==> config.mk <==
export PLATFORM = sky130hd
export DESIGN_NAME = pipe_arbiter_flat
export DESIGN_NICKNAME = d
export VERILOG_FILES = /design/src/rtl/pipe_arbiter_pkg.sv /design/src/rtl/pipe_arbiter_if.sv /design/src/rtl/pipe_arb_select.sv /design/src/rtl/pipe_arbiter.sv /design/src/flat_wrapper.sv
export SDC_FILE = /design/constraint.sdc
export NUM_CORES = 1
export LEC_CHECK = 0
export CORE_ASPECT_RATIO = 1.1
export CORE_MARGIN = 2
export CORE_UTILIZATION = 65
export CTS_CLUSTER_DIAMETER = 150
export CTS_CLUSTER_SIZE = 14
export DETAILED_ROUTE_END_ITERATION = 8
export DONT_BUFFER_PORTS = 1
export PLACE_DENSITY = 0.79
export SYNTH_ARGS = -nofsm -noshare
export SYNTH_HDL_FRONTEND = slang
export SYNTH_HIERARCHICAL = 1
export SYNTH_SLANG_ARGS = --single-unit
export TNS_END_PERCENT = 10
==> constraint.sdc <==
create_clock -name clk -period 3.8 [get_ports clk]
set_clock_uncertainty 0.2 [all_clocks]
set_input_delay 0.95 -clock clk [delete_from_list [all_inputs] [get_ports clk]]
set_output_delay 0.95 -clock clk [all_outputs]
set_load 0.02 [all_outputs]
==> src/rtl/pipe_arbiter_pkg.sv <==
// pipe_arbiter_pkg: shared types and default widths for the pipe arbiter slice.
//   arb_state_e      - transfer FSM states
//   DEF_DATA_WIDTH   - default byte width of the data paths
//   DEF_CNT_WIDTH    - default width of the completed-transfer counter
package pipe_arbiter_pkg;

  localparam int unsigned DEF_DATA_WIDTH = 8;
  localparam int unsigned DEF_CNT_WIDTH  = 16;

  typedef enum logic [1:0] {
    IDLE    = 2'd0,
    POP     = 2'd1,
    CAPTURE = 2'd2,
    PUSH    = 2'd3
  } arb_state_e;

endpackage

==> src/rtl/pipe_arbiter_if.sv <==
// pipe_arbiter_if: handshake bundle between the arbiter, its two pop-style
// sources and its push-style sink.
//   srcN_pop_front / srcN_data_out / srcN_empty - source N FIFO port
//   sink_push_back / sink_data_in / sink_full    - sink FIFO port
//   modport master : arbiter side
//   modport slave  : FIFO side (sources + sink)
interface pipe_arbiter_if
  import pipe_arbiter_pkg::*;
#(
  parameter int unsigned DATA_WIDTH = DEF_DATA_WIDTH
) ();

  logic                  src0_pop_front;
  logic [DATA_WIDTH-1:0] src0_data_out;
  logic                  src0_empty;
  logic                  src1_pop_front;
  logic [DATA_WIDTH-1:0] src1_data_out;
  logic                  src1_empty;
  logic                  sink_push_back;
  logic [DATA_WIDTH-1:0] sink_data_in;
  logic                  sink_full;

  modport master (
    output src0_pop_front, src1_pop_front, sink_push_back, sink_data_in,
    input  src0_data_out, src0_empty, src1_data_out, src1_empty, sink_full
  );

  modport slave (
    input  src0_pop_front, src1_pop_front, sink_push_back, sink_data_in,
    output src0_data_out, src0_empty, src1_data_out, src1_empty, sink_full
  );

endinterface

==> src/rtl/pipe_arb_select.sv <==
// pipe_arb_select: combinational grant picker for the pipe arbiter.
//   src0_empty, src1_empty - source empty flags
//   prev_grant             - source served by the last transfer
//   req_valid_c            - at least one source has data
//   next_grant_c           - source to serve next
// Build option: PIPE_ARB_RR_EN defined -> round-robin when both sources hold
// data; undefined -> fixed priority with source 0 winning.
module pipe_arb_select (
  input  logic src0_empty,
  input  logic src1_empty,
  input  logic prev_grant,
  output logic req_valid_c,
  output logic next_grant_c
);

  always_comb begin
    req_valid_c  = !src0_empty || !src1_empty;
    next_grant_c = prev_grant;
`ifdef PIPE_ARB_RR_EN
    // Alternate only under contention; a lone requester always wins.
    if (!src0_empty && !src1_empty) begin
      next_grant_c = !prev_grant;
    end else if (!src0_empty) begin
      next_grant_c = 1'b0;
    end else if (!src1_empty) begin
      next_grant_c = 1'b1;
    end
`else
    if (!src0_empty) begin
      next_grant_c = 1'b0;
    end else if (!src1_empty) begin
      next_grant_c = 1'b1;
    end
`endif
  end

endmodule

==> src/rtl/pipe_arbiter.sv <==
// pipe_arbiter: moves single bytes from two pop-style sources into one
// push-style sink, one byte per IDLE->POP->CAPTURE->PUSH pass.
//   clk, rst       - clock, synchronous active-high reset
//   en             - permission to start new transfers
//   bus (master)   - source pop ports and sink push port
//   busy           - transfer in flight
//   grant          - source of the current or last transfer
//   xfer_count     - completed pushes, wraps
// Build option: PIPE_ARB_RR_EN selects round-robin arbitration (see
// pipe_arb_select); default is fixed priority to source 0.
module pipe_arbiter
  import pipe_arbiter_pkg::*;
#(
  parameter int unsigned DATA_WIDTH = DEF_DATA_WIDTH,
  parameter int unsigned CNT_WIDTH  = DEF_CNT_WIDTH
) (
  input  logic                 clk,
  input  logic                 rst,
  input  logic                 en,
  pipe_arbiter_if.master       bus,
  output logic                 busy,
  output logic                 grant,
  output logic [CNT_WIDTH-1:0] xfer_count
);

  arb_state_e            state_q;
  arb_state_e            state_d;
  logic                  grant_q;
  logic [DATA_WIDTH-1:0] data_q;
  logic [CNT_WIDTH-1:0]  count_q;
  logic                  start_c;
  logic                  push_c;
  logic                  req_valid_c;
  logic                  next_grant_c;

  pipe_arb_select u_select (
    .src0_empty   (bus.src0_empty),
    .src1_empty   (bus.src1_empty),
    .prev_grant   (grant_q),
    .req_valid_c  (req_valid_c),
    .next_grant_c (next_grant_c)
  );

  // State register
  always_ff @(posedge clk) begin
    if (rst) begin
      state_q <= IDLE;
    end else begin
      state_q <= state_d;
    end
  end

  // Next-state decode; en only gates starts, so an in-flight transfer runs out.
  always_comb begin
    state_d = state_q;
    start_c = 1'b0;
    push_c  = 1'b0;
    unique case (state_q)
      IDLE: begin
        if (en && !bus.sink_full && req_valid_c) begin
          state_d = POP;
          start_c = 1'b1;
        end
      end
      POP:     state_d = CAPTURE;
      CAPTURE: state_d = PUSH;
      PUSH: begin
        // Backpressure holds the byte in data_q; a reset cycle never pushes.
        if (!bus.sink_full && !rst) begin
          push_c  = 1'b1;
          state_d = IDLE;
        end
      end
      default: state_d = IDLE;
    endcase
  end

  // Grant latch, byte capture and completion counter
  always_ff @(posedge clk) begin
    if (rst) begin
      grant_q <= 1'b1;
      data_q  <= '0;
      count_q <= '0;
    end else begin
      if (start_c) begin
        grant_q <= next_grant_c;
      end
      // Source head is valid the cycle after its pop, i.e. during CAPTURE.
      if (state_q == CAPTURE) begin
        data_q <= grant_q ? bus.src1_data_out : bus.src0_data_out;
      end
      if (push_c) begin
        count_q <= count_q + CNT_WIDTH'(1);
      end
    end
  end

  assign bus.src0_pop_front = (state_q == POP) && !grant_q;
  assign bus.src1_pop_front = (state_q == POP) && grant_q;
  assign bus.sink_push_back = push_c;
  assign bus.sink_data_in   = data_q;
  assign busy               = (state_q != IDLE);
  assign grant              = grant_q;
  assign xfer_count         = count_q;

endmodule

==> src/flat_wrapper.sv <==
// flat-port wrapper written by rule: the top's interface ports become plain ports
module pipe_arbiter_flat import pipe_arbiter_pkg::*;
#(
  parameter int unsigned DATA_WIDTH = DEF_DATA_WIDTH,
  parameter int unsigned CNT_WIDTH  = DEF_CNT_WIDTH
)
  (clk, rst, en, busy, grant, xfer_count, bus_src0_pop_front, bus_src1_pop_front, bus_sink_push_back, bus_sink_data_in, bus_src0_data_out, bus_src0_empty, bus_src1_data_out, bus_src1_empty, bus_sink_full);
  pipe_arbiter_if #(.DATA_WIDTH(DATA_WIDTH)) bus_i ();
  input  logic clk;
  input  logic rst;
  input  logic en;
  output logic busy;
  output logic grant;
  output logic [CNT_WIDTH-1:0] xfer_count;
  output wire logic [$bits(bus_i.src0_pop_front)-1:0] bus_src0_pop_front;
  output wire logic [$bits(bus_i.src1_pop_front)-1:0] bus_src1_pop_front;
  output wire logic [$bits(bus_i.sink_push_back)-1:0] bus_sink_push_back;
  output wire logic [$bits(bus_i.sink_data_in)-1:0] bus_sink_data_in;
  input wire logic [$bits(bus_i.src0_data_out)-1:0] bus_src0_data_out;
  input wire logic [$bits(bus_i.src0_empty)-1:0] bus_src0_empty;
  input wire logic [$bits(bus_i.src1_data_out)-1:0] bus_src1_data_out;
  input wire logic [$bits(bus_i.src1_empty)-1:0] bus_src1_empty;
  input wire logic [$bits(bus_i.sink_full)-1:0] bus_sink_full;
  assign bus_src0_pop_front = bus_i.src0_pop_front;
  assign bus_src1_pop_front = bus_i.src1_pop_front;
  assign bus_sink_push_back = bus_i.sink_push_back;
  assign bus_sink_data_in = bus_i.sink_data_in;
  assign bus_i.src0_data_out = bus_src0_data_out;
  assign bus_i.src0_empty = bus_src0_empty;
  assign bus_i.src1_data_out = bus_src1_data_out;
  assign bus_i.src1_empty = bus_src1_empty;
  assign bus_i.sink_full = bus_sink_full;
  pipe_arbiter #(.DATA_WIDTH(DATA_WIDTH), .CNT_WIDTH(CNT_WIDTH)) u_core (.clk(clk), .rst(rst), .en(en), .bus(bus_i), .busy(busy), .grant(grant), .xfer_count(xfer_count));
endmodule
==> out/qor.yml, run 1 <==
clock_sinks: 27
die_x_um: 46.9
dr.pass1.iters: 4
grt_pass1_vias: 927
dpl.hpwl_mm: 1.80
vias: 1025
place_area_um2: 1330
cp_data_required_time_ns: 2.65
synth.most_common_cell: "dfxtp_1"
drt_wl_total_mm: 2.41
yosysTopAreaCell: "dfxtp_1"
hold_viol_final: 0
syn_area_um2: 1320
die_h_um: 51.2
io_buffers: 0
synthTopCellsByArea: "dfxtp_1 (41%), mux2i_1 (7.6%), nor2_1 (6.0%), ha_1 (4.8%), a211oi_1 (4.6%)"
cp_max_fo: 33
finish.utilization_pct: 69.4
p_per_area_nw_per_um2: 488
ir_drop_mv: 0.356
area_growth_pct: 3.23
ys_ff_latch: 27
synth_edf_count: 0
timing.hold.ws_ns: 0.385
tightest_slew_ns: 0.547
numCtsBuffers: 3
drive_gt1_share_pct: 6.90
clock_tree.root_cell: "clkbuf_4"
post-cts-setup-buffers: 0
crit_family: "simple AND/OR/NAND/NOR gates"
grt_usage_pct: 22.1
routed_via_density: 5.92
cp_slowest_stage_delay_ns: 0.48
synth_cells: 147
ctsResizeCount: 0
leakage_nw: 0.562
synth_common_cells: "dfxtp_1 (27), nor2_1 (21), mux2i_1 (10)"
slew_violations: 0
hold_class: "flop to flop"
synth-main-ff-cell: "dfxtp_1"
finalCriticalPeriod_ns: 2.85
async_reset_ff_share_pct: 0
io_pins: 51
cts_buffer_depth: 2
critPathLaunchType: "primary input"
initial_core_util_pct: 67.3
relSlewSlack_pct: 63.5
placementRows: 17
path_cells: "or3b_1 > inv_1"
grt_max_degree: 34
cp.buffers_inverters: 1
cts_tree: "built"
cts_hold_buffers: 0
finalSetupViolCount: 0
syn_nets: 174
wl_per_cell_um: 13.9
num_antenna_cells: 0
dieArea_um2: 2400
grt_pass1_wl_mm: 3.86
yosysTopAreaCellShare_pct: 41.1
drtAntennaViolNets: 0
status: "finished clean"
yosysWarningCount: 6
endpoint_kind: "primary output"
rsz0062_at_grt: "no"
crit_type: "primary input to primary output"
fin_nets: 173
min_period_over_period_pct: 74.9
final_area_um2: 1360
insertion_delay_ns: 0.32
avgSynthCellArea_um2: 8.95
tns_ns: 0
drc: 0
max_freq_ghz: 0.351
yosysSeqAreaShare_pct: 41.1
cp_slowest_cell: "or3b_1"
yosysUniqueCellTypes: 32
total_power_w: 0.000663
gp_congestion: 0.799
grt.overflow.total: 0
fp.coreArea_um2: 1960
path_clk_slew_ns: 0.13
critPathArrivalTime_ns: 1.70
maxCapViolations: 0
antenna_found_initial: 0
ctsHtreeMaxLevel: 1
drt_iter0_markers: 15
## per-stage QoR
stage | worst slack [ns] | cells
2_1_floorplan | 0.997 | 147
3_3_place_gp | 0.970 | 169
3_5_place_dp | 0.947 | 169
4_1_cts | 0.949 | 173
5_1_grt | 0.898 | 173
6_report | 0.952 | 173
## report_power, final
part           internal [W]  switching [W]  leakage, nW
sequential         0.000318      0.0000553        0.218
combinational     0.0000669       0.000103        0.326
clock             0.0000394      0.0000806       0.0177
total              0.000424       0.000239        0.562
## layout by cell type (no fill, tap or decap), drive strengths merged, types with 5 or more instances in the layout
cell	count
a21oi	6
ha	5
o21ai	5
inv	7
nand3	6
nor2	21
dfxtp	27
mux2i	10
a211oi	8
## routing by layer
| layer | wire length, µm | global-route usage (%) | vias to the layer above |
|---|---|---|---|
| li1 | - | - | 512 |
| met1 | 1010 | 24.8 | 473 |
| met2 | 1190 | 37.9 | 36 |
| met3 | 178 | 5.30 | 4 |
| met4 | 38 | 9.72 | 0 |
| met5 | 0 | 0 | - |
## logic make-up after synthesis
family                     Yosys count  synth area share (%)
and+or+nand+nor                     59                  24.6
adders and majority gates            5                  4.75
DFF                                 27                  41.1
muxes                               12                  9.32
buffers and inverters               14                  4.09
AOI/OAI and AO/OA                   23                  11.5
xor gates and xnor gates             7                  4.66
## final timing paths
| kind | to | depth (start not counted) | start | slack (ns) |
|---|---|---|---|---|
| max | bus_sink_push_back | 2 | rst | 0.95 |
| min reg2reg | u_core/state_q[0] | 2 | u_core/state_q[0] | 0.39 |
| min | u_core/state_q[0] | 2 | u_core/state_q[0] | 0.39 |
| max reg2reg | u_core/xfer_count[11] | 5 | u_core/state_q[0] | 1.52 |
## layout make-up
| class | count | area [µm²] |
|---|---|---|
| Multi-Input combinational cell | 106 | 722 |
| Fill cell | 151 | 598 |
| Sequential cell | 27 | 541 |
| Tap cell | 28 | 35.0 |
| Inverter | 7 | 26.3 |
| Clock buffer | 3 | 22.5 |
| Timing Repair Buffer | 1 | 7.51 |
| Clock inverter | 1 | 5.00 |
## sequential cells by signal, summed over array words and instances (netlist names)
register / flops
u_core/grant: 1
u_core/xfer_count: 16
u_core/state_q: 2
u_core/bus.sink_data_in: 8
(Power assumes the default switching activity.)
==> run 2: changes to the inputs <==
CORE_UTILIZATION = 61   (was 65)
PLACE_DENSITY = 0.75   (was 0.79)
clock period = 2.65 ns   (was 3.8 ns; I/O delays follow)
==> run 2 against run 1 <==
  * Via count is 0.88% lower
  * Worst hold slack lost 0.18 ns
  * Global-route usage decreased by 1.8 points
  * Sequential power grew 44%
  * Critical path type is now flop to primary output
  * Core utilization decreased by 1.9 points
  * Non-clock buffer count up 1
  * Clock power rose by 41%
  * Routed wire length is 0.54% higher
  * Final area is 0.46% higher
==> out/qor.yml, run 2 (synthesis gave the netlist of run 1 again) <==
status: "finished clean"
clock_sinks: 27  # unchanged
hold_class: "primary input to flop"
endpoint_kind: "primary output"
internal-power_w: 0.000611  # +44%
grt.overflow.total: 0  # unchanged
setup_ws_ns: 0.135  # -0.817 ns
maxCapViolations: 0  # unchanged
final_area_um2: 1370  # +0.46%
clock_tree.root_cell: "clkbuf_4"
relSlewSlack_pct: 63.4  # -0.13 points
grt_pass1_vias: 872  # -5.9%
cp_max_fo: 6  # -82%
crit_type: "flop to primary output"
antenna_found_initial: 0  # unchanged
vias: 1016  # -0.88%
tns_ns: 0  # unchanged
dpl.hpwl_mm: 1.80  # -0.17%
cts_buffer_depth: 2  # unchanged
io_pins: 51  # unchanged
num_antenna_cells: 0  # unchanged
drive_gt1_share_pct: 6.85  # -0.047 points
switching_share_pct: 35.1  # -0.99 points
largest_reg_flops: 16  # unchanged
place_area_um2: 1340  # +0.56%
cp_data_required_time_ns: 1.79  # -0.86 ns
initial_core_util_pct: 65.1  # -2.1 points
drt_iter0_markers: 7  # -8
pre_cts_ws_ns: 0.277  # -0.670 ns
p_per_area_nw_per_um2: 689  # +41%
ir_drop_mv: 0.482  # +36%
ctsResizeCount: 0  # unchanged
grt_usage_pct: 20.2  # -1.8 points
fp.coreArea_um2: 2020  # +3.3%
io_buffers: 0  # unchanged
total_power_w: 0.000940  # +42%
die_h_um: 52.7  # +3.0%
post-cts-setup-buffers: 0  # unchanged
critPathLaunchType: "flop"
cts_tree: "built"
wl_per_cell_um: 13.9  # about the same
grt_pass1_wl_mm: 3.65  # -5.5%
rsz0062_at_grt: "no"
cts_hold_buffers: 0  # unchanged
final_common_cell: "dfxtp_1"
combPwrFrac_pct: 24.8  # -0.8 points
finish.utilization_pct: 67.6  # -1.9 points
finalCriticalPeriod_ns: 2.51
num-fill-cells: 172  # +14%
drc: 0  # unchanged
die_x_um: 48.3  # +3.0%
power.switching_w: 0.000330  # +38%
reg2reg_slack_ns: 0.38  # -1.14 ns
min_period_over_period_pct: 94.9
dr.pass1.iters: 4  # unchanged
seq_power_share_pct: 57.2  # +0.9 points
critPathArrivalTime_ns: 1.65  # -0.05 ns
path_clk_slew_ns: 0.13  # about the same
fin_nets: 174  # +0.58%
dieArea_um2: 2550  # +6.0%
final_cell_mix: "dfxtp_1 (27), nor2_1 (21), mux2i_1 (10)"
finalSetupViolCount: 0  # unchanged
grt_max_degree: 34  # unchanged
placementRows: 17  # unchanged
insertion_delay_ns: 0.31  # about the same
drtAntennaViolNets: 0  # unchanged
max_freq_ghz: 0.398
hold_viol_final: 0  # unchanged
area_growth_pct: 3.71
leakage_nw: 0.565  # +0.49%
numCtsBuffers: 3  # unchanged
slew_violations: 0  # unchanged
gp_congestion: 0.780  # -2.3%
routed_via_density: 5.84  # -1.4%
tightest_slew_ns: 0.549  # +0.00199 ns
ctsHtreeMaxLevel: 1  # unchanged
drt_wl_total_mm: 2.43  # +0.54%
clockPowerShare_pct: 18.0  # about the same
## run 2: changes by cell type in the layout (fill, tap and decap cells not counted), sizes merged
cell    previous run  this run
buf                1         2
clkbuf             3         4
clkinv             1         0
## run 2: path summary, 6_finish.rpt
kind | startpoint | endpoint | cells after the start
setup / recovery | u_core/state_q[1] | bus_sink_push_back | 3
hold / removal | rst | u_core/xfer_count[12] | 1
setup reg to reg | u_core/state_q[1] | u_core/xfer_count[11] | 5
hold reg to reg | u_core/state_q[0] | u_core/state_q[0] | 2
## run 2: final cells by class
cell class	count	area (µm²)	area share (%)
inverter	7	26.3	1.92
multi-input combinational	106	722	52.9
tap	28	35.0	2.57
timing repair buffer	2	15.0	1.10
sequential	27	541	39.6
clock buffer	4	26.3	1.92
## run 2: metal layers
layer | vias up | GRT usage (%) | wire length, µm
met2 | 34 | 31.1 | 1190
met4 | 0 | 9.01 | 34
li1 | 518 | - | -
met5 | - | 0 | 0
met1 | 460 | 25.7 | 1040
met3 | 4 | 5.17 | 162
## run 2: power groups by stage
stage | Combinational [W] | Clock [W] | Sequential [W]
2_1_floorplan | 0.000207 | 0 | 0.000539
4_1_cts | 0.000235 | 0.000180 | 0.000540
6_report | 0.000234 | 0.000169 | 0.000538
3_5_place_dp | 0.000233 | 0 | 0.000549
5_1_grt | 0.000261 | 0.000192 | 0.000547
3_3_place_gp | 0.000223 | 0 | 0.000546
## run 2: critical path, cell delays in order, from the launching register on
cell	delay (ns)
dfxtp_1	0.41
ha_1	0.20
or3b_1	0.47
inv_1	0.27
## run 2: stage by stage
step	hold WS, ns	instances
after CTS	0.182	174
final	0.202	174
after floorplan	0.308	147
after global placement	0.316	170
after detailed placement	0.325	170
after global routing	0.170	174
==> run 3: changes to the inputs <==
--- a/constraint.sdc
+++ b/constraint.sdc
@@ -3,3 +3,3 @@
 set_input_delay 0.6625 -clock clk [delete_from_list [all_inputs] [get_ports clk]]
 set_output_delay 0.6625 -clock clk [all_outputs]
-set_load 0.02 [all_outputs]
+set_load 0.005 [all_outputs]
==> run 3 against run 2 <==
  * Non-clock buffer count decreased by 1
  * Die area unchanged
  * Combinational power decreased by 12%
  * Setup slack improved by 0.087 ns
  * Sequential cell count unchanged
  * Sequential share of layout area increased by 0.18 points
  * Core utilization decreased by 0.31 points
  * Clock power increased by 2%
  * Final area decreased by 0.46%
  * Critical path depth unchanged
  * First-iteration DRC count increased to 2.6 times the previous value
  * Routed wire length decreased by 3.1%
  * Highest routed layer unchanged
==> out/qor.yml, run 3 (synthesis gave the netlist of run 1 again) <==
dpl.hpwl_mm: 1.76  # -2.1%
r2r_start: "u_core/state_q[0]"
slew_violations: 0  # unchanged
cts_tree: "built"
r2r_cells: 5  # unchanged
numCtsBuffers: 3  # unchanged
cts_buffer_depth: 2  # unchanged
r2r-end: "u_core/xfer_count[11]"
critPathArrivalTime_ns: 1.57  # -0.08 ns
status: "finished clean"
dr.pass1.iters: 4  # unchanged
io_pins: 51  # unchanged
maxCapViolations: 0  # unchanged
num-fill-cells: 172  # unchanged
hold_class: "primary input to flop"
grt_pass1_wl_mm: 3.53  # -3.4%
io_buffers: 0  # unchanged
rsz0062_at_grt: "no"
endpoint_kind: "primary output"
final_cell_mix: "dfxtp_1 (27), nor2_1 (21), mux2i_1 (10)"
relSlewSlack_pct: 62.1  # -1.3 points
crit_type: "flop to primary output"
wl_per_cell_um: 13.6  # -2.5%
final_common_cell: "dfxtp_1"
setup_ws_ns: 0.222  # +0.0867 ns
die_x_um: 48.3  # unchanged
path_clk_slew_ns: 0.14  # about the same
routed_via_density: 5.72  # -2.0%
clock_sinks: 27  # unchanged
num_antenna_cells: 0  # unchanged
drive_gt1_share_pct: 6.90  # +0.047 points
dieArea_um2: 2550  # unchanged
die_h_um: 52.7  # unchanged
critPathLaunchType: "flop"
fp.coreArea_um2: 2020  # unchanged
gp_congestion: 0.798  # +2.3%
drtAntennaViolNets: 0  # unchanged
grt_usage_pct: 19.4  # -0.87 points
ctsResizeCount: 0  # unchanged
fin_nets: 173  # -0.57%
cp_max_fo: 6  # unchanged
drc: 0  # unchanged
clock_tree.root_cell: "clkbuf_4"
crit_end: "bus_sink_push_back"
ir_drop_mv: 0.447  # -7.3%
drt_wl_total_mm: 2.35  # -3.1%
pre_cts_ws_ns: 0.291  # +0.0137 ns
insertion_delay_ns: 0.31  # about the same
finalCriticalPeriod_ns: 2.43  # -0.0867 ns
cp_slowest_stage_delay_ns: 0.47  # about the same
placementRows: 17  # unchanged
p_per_area_nw_per_um2: 647  # -6.0%
tightest_slew_ns: 0.569  # +0.0201 ns
grt_pass1_vias: 840  # -3.7%
vias: 990  # -2.6%
drt_iter0_markers: 18  # +11
initial_core_util_pct: 65.1  # unchanged
cp_slowest_cell: "or3b_1"
min_period_over_period_pct: 91.6  # -3.3 points
antenna_found_initial: 0  # unchanged
cts_hold_buffers: 0  # unchanged
grt_max_degree: 34  # unchanged
reg2reg_slack_ns: 0.40  # +0.02 ns
max_freq_ghz: 0.412  # +3.6%
cp_data_required_time_ns: 1.79  # about the same
ctsHtreeMaxLevel: 1  # unchanged
grt.overflow.total: 0  # unchanged
area_growth_pct: 3.23
crit_path_start: "u_core/state_q[0]"
tns_ns: 0  # unchanged
hold_viol_final: 0  # unchanged
path_cells: "ha_1 > or3b_1 > inv_1"
finalSetupViolCount: 0  # unchanged
largest_reg_flops: 16  # unchanged
post-cts-setup-buffers: 0  # unchanged
leakage_nw: 0.562  # -0.48%
-- run 3: changes by cell type in the layout (fill, tap and decap cells not counted), sizes merged --
| cell | change |
|---|---|
| buf | -1 |
| clkbuf | -1 |
| clkinv | +1 |
-- run 3: worst min-delay path by stage --
| stage | start | endpoint | slack (ns) | cells past startpoint |
|---|---|---|---|---|
| 2_1_floorplan | u_core/xfer_count[15] | u_core/xfer_count[15] | 0.25 | 1 |
| 3_3_place_gp | u_core/xfer_count[15] | u_core/xfer_count[15] | 0.27 | 1 |
| 3_5_place_dp | u_core/xfer_count[15] | u_core/xfer_count[15] | 0.29 | 1 |
| 4_1_cts | rst | u_core/xfer_count[7] | 0.19 | 1 |
| 5_1_grt | rst | u_core/xfer_count[7] | 0.17 | 1 |
| 6_report | rst | u_core/xfer_count[10] | 0.20 | 1 |
-- run 3: worst max-delay path: cells and delay by family, from the launching register on --
family        cells  cell delay, ns
fa+ha+maj         1            0.20
buf+inv           1            0.17
flops             1            0.41
simple gates      1            0.47
-- run 3: per-stage QoR --
stage / cell area [µm²] / instances / util [%] / hold slack, ns / power (W)
after floorplan: 1320 / 147 / - / 0.253 / 0.000682
after global placement: 1330 / 169 / 65.9 / 0.271 / 0.000703
after detailed placement: 1330 / 169 / 65.9 / 0.289 / 0.000717
after CTS: 1360 / 173 / 67.2 / 0.185 / 0.000887
after global routing: 1360 / 173 / 67.2 / 0.166 / 0.000938
final: 1360 / 173 / 67.2 / 0.195 / 0.000880
-- run 3: where the power goes --
group	switching, W	internal (W)	total, W
clock	0.000117	0.0000564	0.000173
sequential	0.0000452	0.000456	0.000501
combinational	0.000111	0.0000944	0.000205
total	0.000273	0.000607	0.000880
-- run 3: cell type report --
type / count / area (µm²) / share of cell area [%]
clock inverter: 1 / 5.00 / 0.368
clock buffer: 3 / 22.5 / 1.66
multi-input combinational: 106 / 722 / 53.1
inverter: 7 / 26.3 / 1.93
tap: 28 / 35.0 / 2.58
sequential: 27 / 541 / 39.8
timing repair buffer: 1 / 7.51 / 0.552
-- run 3: layer usage --
metal | share of wire, % | GRT usage, % | wire length [µm]
met5 | 0 | 0 | 0
met4 | 0.60 | 5.41 | 14
met3 | 6.8 | 5.52 | 160
met2 | 50 | 32.9 | 1180
met1 | 43 | 22.8 | 1000
